### src/rtl/timer_counter.sv
// timer_counter: programmable prescaled up/down timer with periodic/one-shot modes,
// synchronous load, terminal-count pulse and sticky event flag. (evt is the terminal-count pulse.)
module timer_counter #(
    parameter int WIDTH          = 16,
    parameter int PRESCALE_WIDTH = 8
) (
    input  logic                      clk,
    input  logic                      rst,
    input  logic                      enable,
    input  logic                      direction,
    input  logic                      one_shot,
    input  logic [PRESCALE_WIDTH-1:0] prescale,
    input  logic [WIDTH-1:0]          top,
    input  logic                      load,
    input  logic [WIDTH-1:0]          load_value,
    input  logic                      clear_event,
    output logic [WIDTH-1:0]          value,
    output logic                      tick,
    output logic                      evt,
    output logic                      event_sticky,
    output logic                      done
);
    logic [PRESCALE_WIDTH-1:0] pcount;
    logic                      running, step, terminal;
    logic [WIDTH-1:0]          next_value;

    always_comb begin
        running    = enable && !done;
        step       = running && (pcount >= prescale);
        terminal   = direction ? (value >= top) : (value == '0);
        next_value = terminal ? (one_shot ? value : (direction ? '0 : top))
                              : (direction ? value + 1'b1 : value - 1'b1);
    end

    always_ff @(posedge clk) begin
        if (rst) begin
            value        <= '0;
            pcount       <= '0;
            tick         <= 1'b0;
            evt          <= 1'b0;
            event_sticky <= 1'b0;
            done         <= 1'b0;
        end else if (load) begin
            value        <= load_value;
            pcount       <= '0;
            tick         <= 1'b0;
            evt          <= 1'b0;
            event_sticky <= event_sticky && !clear_event;
            done         <= 1'b0;
        end else begin
            tick         <= step;
            evt          <= step && terminal;
            event_sticky <= (step && terminal) || (event_sticky && !clear_event);
            if (running) pcount <= step ? '0 : pcount + 1'b1;
            if (step) begin
                value <= next_value;
                done  <= done || (terminal && one_shot);
            end
        end
    end
endmodule

### config.mk
export PLATFORM = sky130hd
export DESIGN_NAME = timer_counter
export DESIGN_NICKNAME = d
export VERILOG_FILES = /design/src/rtl/timer_counter.sv
export SDC_FILE = /design/constraint.sdc
export NUM_CORES = 1
export LEC_CHECK = 0
export BUFFER_PORTS_ARGS = -buffer_cell sky130_fd_sc_hd__buf_2
export CAP_MARGIN = 20
export CORE_ASPECT_RATIO = 1.5
export CORE_MARGIN = 5
export CORE_UTILIZATION = 25
export CTS_CLUSTER_SIZE = 14
export DETAILED_ROUTE_END_ITERATION = 10
export PLACE_DENSITY_LB_ADDON = 0.12
export SLEW_MARGIN = 20
export SYNTH_ARGS = -nofsm -noshare
export SYNTH_HDL_FRONTEND = slang
export SYNTH_SLANG_ARGS = --single-unit
### constraint.sdc
create_clock -name clk -period 4.5 [get_ports clk]
set_input_delay 0.45 -clock clk [delete_from_list [all_inputs] [get_ports clk]]
set_output_delay 0.45 -clock clk [all_outputs]
set_load 0.02 [all_outputs]
Yosys cells after proc, flatten, opt, wreduce, memory -nomap -nowiden
Index checks and enable logic that the tools add are counted.

Word-level logic and storage cells: 34. Register bits after elaboration: 28. Output and inout port bits: 20. Input port bits: 47.

$lt $le $gt $ge: 2. Equality and inequality tests: 1. Muxes and demuxes: 9. Reductions and logical operators: 13. Add/sub/neg operators: 3.

Operator list (count): 16-bit 2-to-1 mux (6); 16-bit by 1-bit adder with 16-bit output (second input constant) (1); 16-bit >= comparator (1); 16-bit logical NOT (1); 16-bit by 1-bit subtractor with 16-bit output (second input constant) (1); 8-bit by 1-bit adder with 8-bit output (second input constant) (1); 8-bit >= comparator (1); 8-bit 2-to-1 mux (1); 1-bit logical AND (5); 3-bit inequality test (second input constant) (1); 1-bit logical NOT (2); 1-bit logical OR (2); 1-bit 2-to-1 mux (2); 2-bit AND reduction (1); 2-bit nonzero test (1); 2-bit OR reduction (1).

Depth between registers and ports, before layout
Gate-level depths: netlist of the first run.

Word-level depth: 6. Depth in mapped cells: 12. Depth with buffers taken out: 10.

Worst setup path before layout of the first run
Ideal clock, no wire load.

Kind: input -> register. Start: in direction. End: reg value[12]. Arrival: 3.079 ns. Library setup time: 0.103 ns. Data required time: 4.397 ns. Buffers on the path: 1. Slack: 1.318 ns. Cell stages on the path: 10. Cells stage by stage: inv_1 > clkbuf_1 > ha_1 > a211oi_1 > o21ai_0 > a211oi_1 > o211ai_1 > and3_1 > o311a_1 > a2111oi_2.

Word-level cells in the longest chain between the ends: 5. Elaborated cells on any way between the ends: 9. Classes of those cells: eq/ne: 1; mux: 7; reduce/logical: 1.

Ends and longest elaborated chain: start, declared (RTL line 10) `input logic direction,`; 16-bit 2-to-1 mux (3 in a row) (RTL line 31) `next_value = terminal ? (one_shot ? value : (direction ? '0 : top))`; 16-bit 2-to-1 mux (RTL line 55) `if (step) begin`; 16-bit 2-to-1 mux (RTL line 43) `end else if (load) begin`; end signal, assigned (RTL line 44) `value <= load_value;`; end signal, assigned (RTL line 56) `value <= next_value;`; end, declared (RTL line 17) `output logic [WIDTH-1:0] value,`.

Parallel ways exist; a longest one is shown, timed or not. The select of a mux whose other input is x is not followed. A chain may end at the register's enable or synchronous reset.

Worst setup path after layout of the first run
Same ends and word-level chain as after synthesis.

==> reports/qor.yml, run 1 <==
arrival_ps: 3410
clockRootBuffer: "clkbuf_16"
ctsLongestPathBuffers: 2
grt_overflow: 0
route.antenna.remaining_nets: 0
crit_chain: "buf_2 > inv_1 > fa_1 > a211oi_1 > o21ai_0 > a211oi_1 > o211ai_1 > and3_1 > o311a_1 > a2111oi_2"
nNetsFinal: 499
routedWlPerCell_um: 17.1
dpl.hpwl_um: 7670
start_kind: "input port"
rsz0062_at_grt: "false"
dr.pass1.iters: 4
cellLeakagePower_nw: 1.55
wl_um: 9530
cts_resized: 0
yosysUniqueCellTypes: 63
h-tree-depth: 1
synth_edf_count: 0
finish.utilization_pct: 30.4
layout_min_cycle_time_ps: 3240
core_sq_um: 10900
worst_pin_slew_ps: 737
crit_path_max_incr_delay_ps: 520
cts_setup_buffers: 0
num_vias: 2804
diodes: 0
clk_latency_ps: 270
area.growth.synth_to_final_pct: 20.4
totalNegativeSetupSlack_ps: 0
syn-cell-area_sq_um: 2750
die_x_um: 95.6
async_flop_share_pct: 0
grt_max_degree: 24
run_status: "finished, final reports clean"
grt_pass1_wl_um: 15000
fillCellCount: 1191
drc: 0
path_common_cell: "a211oi_1"
dr.first_iter.drc_count: 111
p_per_area_nw_per_um2: 231
die_h_um: 138
fmax_ghz: 0.308
cts_sinks: 28
grt_pass1_vias: 2811
crit_family: "compound AO/OA/AOI/OAI gates"
fin_crit_sh_pct: 72.1
place_congestion: 0.781
hp-class: "in -> reg"
grt_usage_pct: 14.4
syn-instance-count: 349
antenna_found_initial: 0
end_kind: "register"
fin_worst_skew_ps: 5.65
syn_nets: 436
ys_seq_area_share_pct: 20.4
setup_ws_ps: 1260
ys_warn_count: 0
hold_viol: 0
crit_buf_inv: 2
cp.required_ps: 4660
critical_path_class: "in -> reg"
max_cap_viol_count: 0
syn-mean-instance-area_sq_um: 7.88
io_pins: 67
peakVddDrop_mv: 0.124
drive_gt1_share_pct: 20.0
io_buffer_count: 66
fin_hold_ws_ps: 431
rows: 47
finalSetupViolCount: 0
dieArea_sq_um: 13200
clkTransAtPathRegs_ps: 70
slowest_stage: "fa_1"
cts_tree: "built"
ctsHoldBuffers: 0
cts_buffers: 3
preCtsSetupSlack_ps: 1020
slew_headroom_pct: 50.8
crit_fanout: 12
synthFlopType: "dfxtp_1"
start_util_pct: 25.3
finalMaxSlewViolations: 0
synth-seq-cells: 28
via_per_inst: 5.03
## tightest hold or removal path, delay by kind of cell
family | cells | cell delay (ps)
AO/OA/AOI/OAI | 1 | 50
buffers and inverters | 1 | 100
AND/OR/NAND/NOR | 1 | 50
## layer usage
metal  track usage [%]  part of all wire [%]  up-vias
li1                  -                     -     1415
met1              15.8                    39     1319
met2              28.4                    57       62
met3              1.25                   3.1        8
met4              3.67                   1.4        0
met5                 0                     0        -
## final timing paths
kind	endpoint	depth (start not counted)	from	slack [ps]
worst min-delay path	value[8]	3	load_value[8]	430
worst min register to register	done	1	done	520
worst max register to register	value[10]	8	value[13]	1290
worst max-delay path	value[12]	10	direction	1260
## cell type report
| cell class | instances | area [sq um] | share of cell area, % |
|---|---|---|---|
| repair buffers | 70 | 360 | 10.9 |
| multi-input cells | 275 | 2000 | 60.5 |
| clock buffers | 3 | 75.1 | 2.27 |
| well taps | 147 | 184 | 5.56 |
| inverters | 34 | 128 | 3.85 |
| flip-flops and latches | 28 | 561 | 16.9 |
## flip-flops by register name (all words and copies together), names as in the netlist
| signal | cells |
|---|---|
| evt | 1 |
| event_sticky | 1 |
| tick | 1 |
| done | 1 |
| value | 16 |
| pcount | 8 |
## per-stage QoR
step,power (mW),cells,area (sq um)
6_report,0.766,557,3310
5_1_grt,0.818,557,3310
4_1_cts,0.785,557,3310
3_5_place_dp,0.566,554,3240
3_3_place_gp,0.565,554,3240
2_1_floorplan,0.471,349,2750
## Yosys cell counts (all sizes together) (3+ instances only)
| cell | instances | area share [%] |
|---|---|---|
| a2111oi | 6 | 2.2 |
| a211oi | 8 | 2.4 |
| a21o | 6 | 1.6 |
| a21oi | 22 | 4.1 |
| a311oi | 3 | 0.96 |
| and3 | 3 | 0.68 |
| buf | 3 | 0.86 |
| clkbuf | 9 | 1.2 |
| dfxtp | 28 | 20 |
| ha | 39 | 18 |
| inv | 34 | 4.6 |
| mux2i | 3 | 1.1 |
| nand2 | 21 | 3.0 |
| nand2b | 9 | 2.0 |
| nand3 | 11 | 2.0 |
| nand4 | 4 | 0.91 |
| nor2 | 32 | 4.4 |
| nor2b | 4 | 0.91 |
| nor3 | 4 | 0.73 |
| nor4 | 7 | 2.1 |
| nor4b | 3 | 0.96 |
| o211ai | 9 | 2.5 |
| o21a | 3 | 0.82 |
| o21ai | 22 | 4.4 |
| o22ai | 7 | 1.6 |
| xnor2 | 3 | 0.96 |
| xor2 | 12 | 3.8 |
## placed cells by master, fill, tap and decap left out, types with 3 or more instances in the layout
| cell type | count |
|---|---|
| buf_2 | 66 |
| ha_1 | 39 |
| inv_1 | 34 |
| nor2_1 | 32 |
| dfxtp_1 | 28 |
| o21ai_0 | 21 |
| a21oi_1 | 21 |
| nand2_1 | 20 |
| xor2_1 | 12 |
| nand3_1 | 11 |
| nand2b_1 | 9 |
| o211ai_1 | 9 |
| a211oi_1 | 7 |
| o22ai_1 | 7 |
| a21o_1 | 6 |
| nor4_1 | 6 |
| a2111oi_0 | 4 |
| nand4_1 | 4 |
| nor2b_1 | 4 |
| nor3_1 | 4 |
| buf_4 | 4 |
| and3_1 | 3 |
| o21a_1 | 3 |
| nor4b_1 | 3 |
| xnor2_1 | 3 |
| mux2i_1 | 3 |
| a311oi_1 | 3 |
| clkbuf_16 | 3 |
## logic make-up after synthesis
logic type               Yosys count  share of synthesized area [%]
AND/OR/NAND/NOR                  109                           20.8
AO/OA/AOI/OAI                    108                           27.7
XOR/XNOR                          15                           4.78
buffers and inverters             46                           6.74
flip-flops                        28                           20.4
adder cells (fa/ha/maj)           40                           18.5
multiplexers                       3                           1.09
## report_power, final
part	switching, mW	internal (mW)	total (mW)
registers	0.0230	0.260	0.283
clock network	0.0905	0.118	0.209
logic	0.161	0.114	0.275
Power figures use the tool's default switching activity.
==> run 2, diff against run 1 <==
- clock period: 4.5 -> 2.95 ns (I/O delays scaled with it)
==> run 2 against run 1 <==
Net effect: sequential share of layout area shrank 1.5 points; non-clock buffer count grew 33; critical path depth is the same; sequential power grew 48%; power grew 69%; worst hold slack lost 170 ps; clock skew shrank 0.57 ps; highest routed layer unchanged.
==> reports/qor.yml, run 2 (same netlist as run 1, synthesis figures left out) <==
run_status: "finished, final reports clean"
crit_chain: "inv_1 > ha_1 > nand2b_1 > a2111oi_4 > and4b_4 > o21ai_4 > a211oi_2 > or2_4 > a21o_2 > o32ai_2"
end_kind: "register"
crit_family: "compound AO/OA/AOI/OAI gates"
layout_min_cycle_time_ps: 2800
die_h_um: 138
io_pins: 67
rows: 47
final_area_sq_um: 3640
wl_met3_um: 304
drive_gt1_share_pct: 28.4
clk_latency_ps: 280
wl_met2_um: 5550
timing.rr.start: "value[0]"
via_per_inst: 5.00
slew_headroom_pct: 50.7
rrSetupSlack_ps: 150
rsz0062_at_grt: "true"
whs_path_depth: 3
critical_path_class: "reg -> reg"
routedWlPerCell_um: 17.0
antenna_found_initial: 0
clkTransAtPathRegs_ps: 80
die_x_um: 95.6
reg2regPathDepth: 10
hp-class: "in -> reg"
clockRootBuffer: "clkbuf_16"
cellLeakagePower_nw: 1.74
worst_pin_slew_ps: 739
cts_tree: "built"
slowest_stage: "dfxtp_2"
crit_fanout: 11
cp-startpoint: "value[0]"
drc: 0
final_cell_mix: "buf_2, ha_1, buf_4"
diodes: 0
num_vias: 2954
area.growth.synth_to_final_pct: 32.5
route.antenna.remaining_nets: 0
place_congestion: 0.815
finish.utilization_pct: 33.5
cts_buffers: 3
ctsLongestPathBuffers: 2
finalSetupViolCount: 0
cp.required_ps: 3150
largest-register: "value"
cts_sinks: 28
core_sq_um: 10900
finalMaxSlewViolations: 0
fillCellCount: 1196
highest_layer: "met4"
dieArea_sq_um: 13200
grt_usage_pct: 15.2
met1Wirelength_um: 3940
multi_input_area_sq_um: 2070
crit_path_max_incr_delay_ps: 390
h-tree-depth: 1
start_util_pct: 25.3
layout.area.seq_sq_um: 562
wl_um: 10000
cts_resized: 5
cts_setup_buffers: 0
ctsHoldBuffers: 0
grt_pass1_vias: 3126
place_area_sq_um: 3480
grt_pass1_wl_um: 15800
p_per_area_nw_per_um2: 356
fin_crit_sh_pct: 94.8
dpl.hpwl_um: 8080
final_common_cell: "buf_2"
peakVddDrop_mv: 0.212
crit_buf_inv: 1
fin_worst_skew_ps: 5.08
top_regs: "value x16, pcount x8"
dr.pass1.iters: 4
fmax_ghz: 0.358
grt_overflow: 0
nNetsFinal: 532
hold_viol: 0
start_kind: "register"
io_buffer_count: 66
max_cap_viol_count: 0
hold_path.startpoint: "load_value[8]"
grt_max_degree: 24
arrival_ps: 3000
dr.first_iter.drc_count: 114
largest_reg_flops: 16
cp.depth: 10
==> run 2: cell count changes in the layout (fill, tap and decap cells not counted), moves of 2 or more <==
cell       previous run  this run
a2111oi_2             1         3
buf_4                 4        37
a2111oi_4             0         2
a2111oi_0             4         0
==> run 2: report_power, final <==
| part | switching [mW] | total [mW] | internal [mW] | leakage [nW] |
|---|---|---|---|---|
| Combinational | 0.279 | 0.503 | 0.224 | 1.46 |
| Clock | 0.163 | 0.373 | 0.209 | 0.0442 |
| Sequential | 0.0233 | 0.420 | 0.396 | 0.230 |
| Total | 0.465 | 1.30 | 0.830 | 1.74 |
==> run 2: through the flow <==
stage	setup WS [ps]	TNS, ps	hold WS (ps)	cells	total power, mW
after floorplan	160	0	379	349	0.718
after CTS	54.8	0	265	591	1.30
final	153	0	265	591	1.30
after global routing	1.69	0	296	591	1.37
after global placement	-101	-714	492	587	0.918
after detailed placement	-237	-1360	505	587	0.917
==> run 2: path summary, 6_finish.rpt <==
path	to
setup / recovery	value[1]
hold / removal	value[8]
setup reg to reg	value[1]
hold reg to reg	done
==> run 2: cell type report <==
cell class / count / share of cell area (%)
multi-input cells: 275 / 56.9
flip-flops and latches: 28 / 15.4
inverters: 34 / 3.50
repair buffers: 103 / 16.7
well taps: 147 / 5.05
clock buffers: 4 / 2.44
==> run 2: metal layers <==
metal | GRT usage [%] | up-vias
met2 | 29.0 | 72
met4 | 5.92 | 0
met3 | 1.68 | 15
met5 | 0 | -
li1 | - | 1478
met1 | 16.4 | 1389
==> run 2: worst reg2reg max path: stages, from the launching register on <==
cell and delay [ps]:
dfxtp_2 390, inv_1 60, ha_1 260, nand2b_1 180, a2111oi_4 350, and4b_4 250, o21ai_4 190, a211oi_2 120
or2_4 330, a21o_2 310, o32ai_2 270
==> run 3, diff against run 2 <==
- ABC_AREA: default -> 1
==> run 3 against run 2 <==
Net effect: power grew 9.4%; via count grew 8.4%; global-route usage shrank 1.4 points; synthesized area grew 12%; routed wire length grew 1.1%; synthesized cell count grew 46%; fmax grew 17%; register-to-register slack gained 410 ps; worst setup slack gained 410 ps; critical path depth grew 5; worst hold slack lost 51 ps; utilization shrank 3.1 points.
==> reports/qor.yml, run 3 <==
start_util_pct: 25.5
max_cap_viol_count: 0
synth_xor_area_share_pct: 3.42
largest-register: "value"
p_per_area_nw_per_um2: 388
synth_edf_count: 0
synth-seq-cells: 28
start_kind: "register"
area.growth.synth_to_final_pct: 19.1
path_common_cell: "nand2_1"
dpl.hpwl_um: 8110
layout_min_cycle_time_ps: 2390
fin_crit_sh_pct: 81.0
final_area_sq_um: 3650
crit_chain: "inv_2 > ha_1 > inv_1 > nand2_1 > nand2_1 > nand2_1 > nand2_1 > nand2_1 > nand2_1 > nand2_2 > nand3_2 > nand2_4 > inv_2 > o21ai_0 > nor2_1"
run_status: "finished, final reports clean"
h-tree-depth: 1
slowest_stage: "dfxtp_1"
cts_resized: 0
num_vias: 3202
io_buffer_count: 66
cellLeakagePower_nw: 2.11
ys_seq_area_share_pct: 18.3
nNetsFinal: 663
synth_top_family_by_area: "simple AND/OR/NAND/NOR gates"
synth_top_area_cell: "nand2_1"
reg2regPathDepth: 15
grt_pass1_vias: 3226
antenna_found_initial: 0
via_per_inst: 4.40
ys_warn_count: 0
clkTransAtPathRegs_ps: 80
muxShareOfSynthArea_pct: 0
hp-class: "in -> reg"
dr.first_iter.drc_count: 85
place_area_sq_um: 3550
synth_commonest_cells: "nand2_1, inv_1, ha_1"
place_congestion: 0.906
grt_pass1_wl_um: 15900
slew_headroom_pct: 57.0
finalMaxSlewViolations: 0
totalNegativeSetupSlack_ps: 0
synth-simple-area-share_pct: 39.7
crit_fanout: 16
die_h_um: 146
routedWlPerCell_um: 13.9
fmax_ghz: 0.418
cts_buffers: 3
drive_gt1_share_pct: 17.9
rrSetupSlack_ps: 560
ctsHoldBuffers: 0
syn-instance-count: 511
ctsLongestPathBuffers: 2
setup_ws_ps: 560
final_cell_mix: "nand2_1, inv_1, buf_2"
async_flop_share_pct: 0
finalSetupViolCount: 0
end_kind: "register"
peakVddDrop_mv: 0.279
grt_overflow: 0
top_regs: "value x16, pcount x8"
synth-compound-area-share_pct: 9.58
io_pins: 67
critical_path_class: "reg -> reg"
cts_sinks: 28
route.antenna.remaining_nets: 0
preCtsSetupSlack_ps: 426
worst_pin_slew_ps: 644
hold_viol: 0
grt_max_degree: 28
core_sq_um: 12000
diodes: 0
yosysTopAreaCellShare_pct: 22.4
synthMostInstantiatedCell: "nand2_1"
synthFlopType: "dfxtp_1"
rsz0062_at_grt: "false"
rows: 49
yosysUniqueCellTypes: 33
clk_latency_ps: 270
synth_fa_ha_area_share_pct: 16.6
wl_um: 10100
timing.rr.start: "value[0]"
netlist_top_cells_area: "nand2_1, dfxtp_1, ha_1"
cts_setup_buffers: 0
dr.pass1.iters: 4
clockRootBuffer: "clkbuf_16"
endpoint: "value[12]"
cts_tree: "built"
dieArea_sq_um: 14600
die_x_um: 100
drc: 0
reg2reg_to: "value[12]"
syn-cell-area_sq_um: 3070
crit_path_max_incr_delay_ps: 440
fin_worst_skew_ps: 3.09
final_common_cell: "nand2_1"
syn_nets: 598
arrival_ps: 2610
syn-mean-instance-area_sq_um: 6.01
cp.required_ps: 3170
grt_usage_pct: 13.8
cp-startpoint: "value[0]"
largest_reg_flops: 16
## run 3: changes by cell type after synthesis, moves of 6 or more
cell | previous run | this run
a211oi_1 | 7 | 1
nand3_1 | 11 | 33
nand2b_1 | 9 | 0
nor4_1 | 6 | 0
o211ai_1 | 9 | 0
nand2_1 | 20 | 183
or2_2 | 1 | 13
a21oi_2 | 1 | 11
o21ai_0 | 21 | 7
inv_1 | 34 | 85
## run 3: cell families after synthesis
group                    count (synthesis)
XOR/XNOR                                12
buffers and inverters                   95
adder cells (fa/ha/maj)                 40
AO/OA/AOI/OAI                           48
AND/OR/NAND/NOR                        288
flip-flops                              28
## run 3: report_power, final
part           internal (mW)  leakage, nW  switching, mW  total [mW]
logic                  0.204         1.83          0.349       0.552
clock network          0.271       0.0511          0.160       0.432
registers              0.400        0.230         0.0340       0.434
## run 3: stage by stage
step	instances	power, mW	util, %	hold WS (ps)
2_1_floorplan	511	0.833	-	409
3_3_place_gp	724	1.00	29.5	464
3_5_place_dp	724	1.00	29.5	477
4_1_cts	728	1.45	30.4	204
5_1_grt	728	1.53	30.4	216
6_report	728	1.42	30.4	213
## run 3: worst min-delay path by stage
stage	cells after the start	slack, ps	end	startpoint
finish	2	210	event_sticky	clear_event
global placement	2	460	event_sticky	event_sticky
detailed placement	2	480	event_sticky	event_sticky
floorplan	1	410	event_sticky	clear_event
global route	2	220	event_sticky	clear_event
CTS	2	200	event_sticky	clear_event
## run 3: area by class of cell
| cell class | count | area (sq um) |
|---|---|---|
| fill | 1425 | 8360 |
| timing repair buffer | 68 | 345 |
| sequential | 28 | 561 |
| clock buffer | 3 | 75.1 |
| clock inverter | 1 | 30.0 |
| inverter | 87 | 327 |
| multi-input combinational | 388 | 2130 |
| tap | 153 | 191 |
## run 3: layer usage
layer,part of all wire [%],routed length (um),global-route usage [%]
met5,0,0,0
met4,2.0,199,4.59
met3,2.7,274,0.911
met2,54,5490,27.2
met1,41,4160,15.0
## run 3: critical path: cells and delay by family (launching register included)
kind                     cells  cell delay (ps)
AND/OR/NAND/NOR             10              910
AO/OA/AOI/OAI                1              140
adder cells (fa/ha/maj)      1              270
buffers and inverters        3              560
flip-flops                   1              440
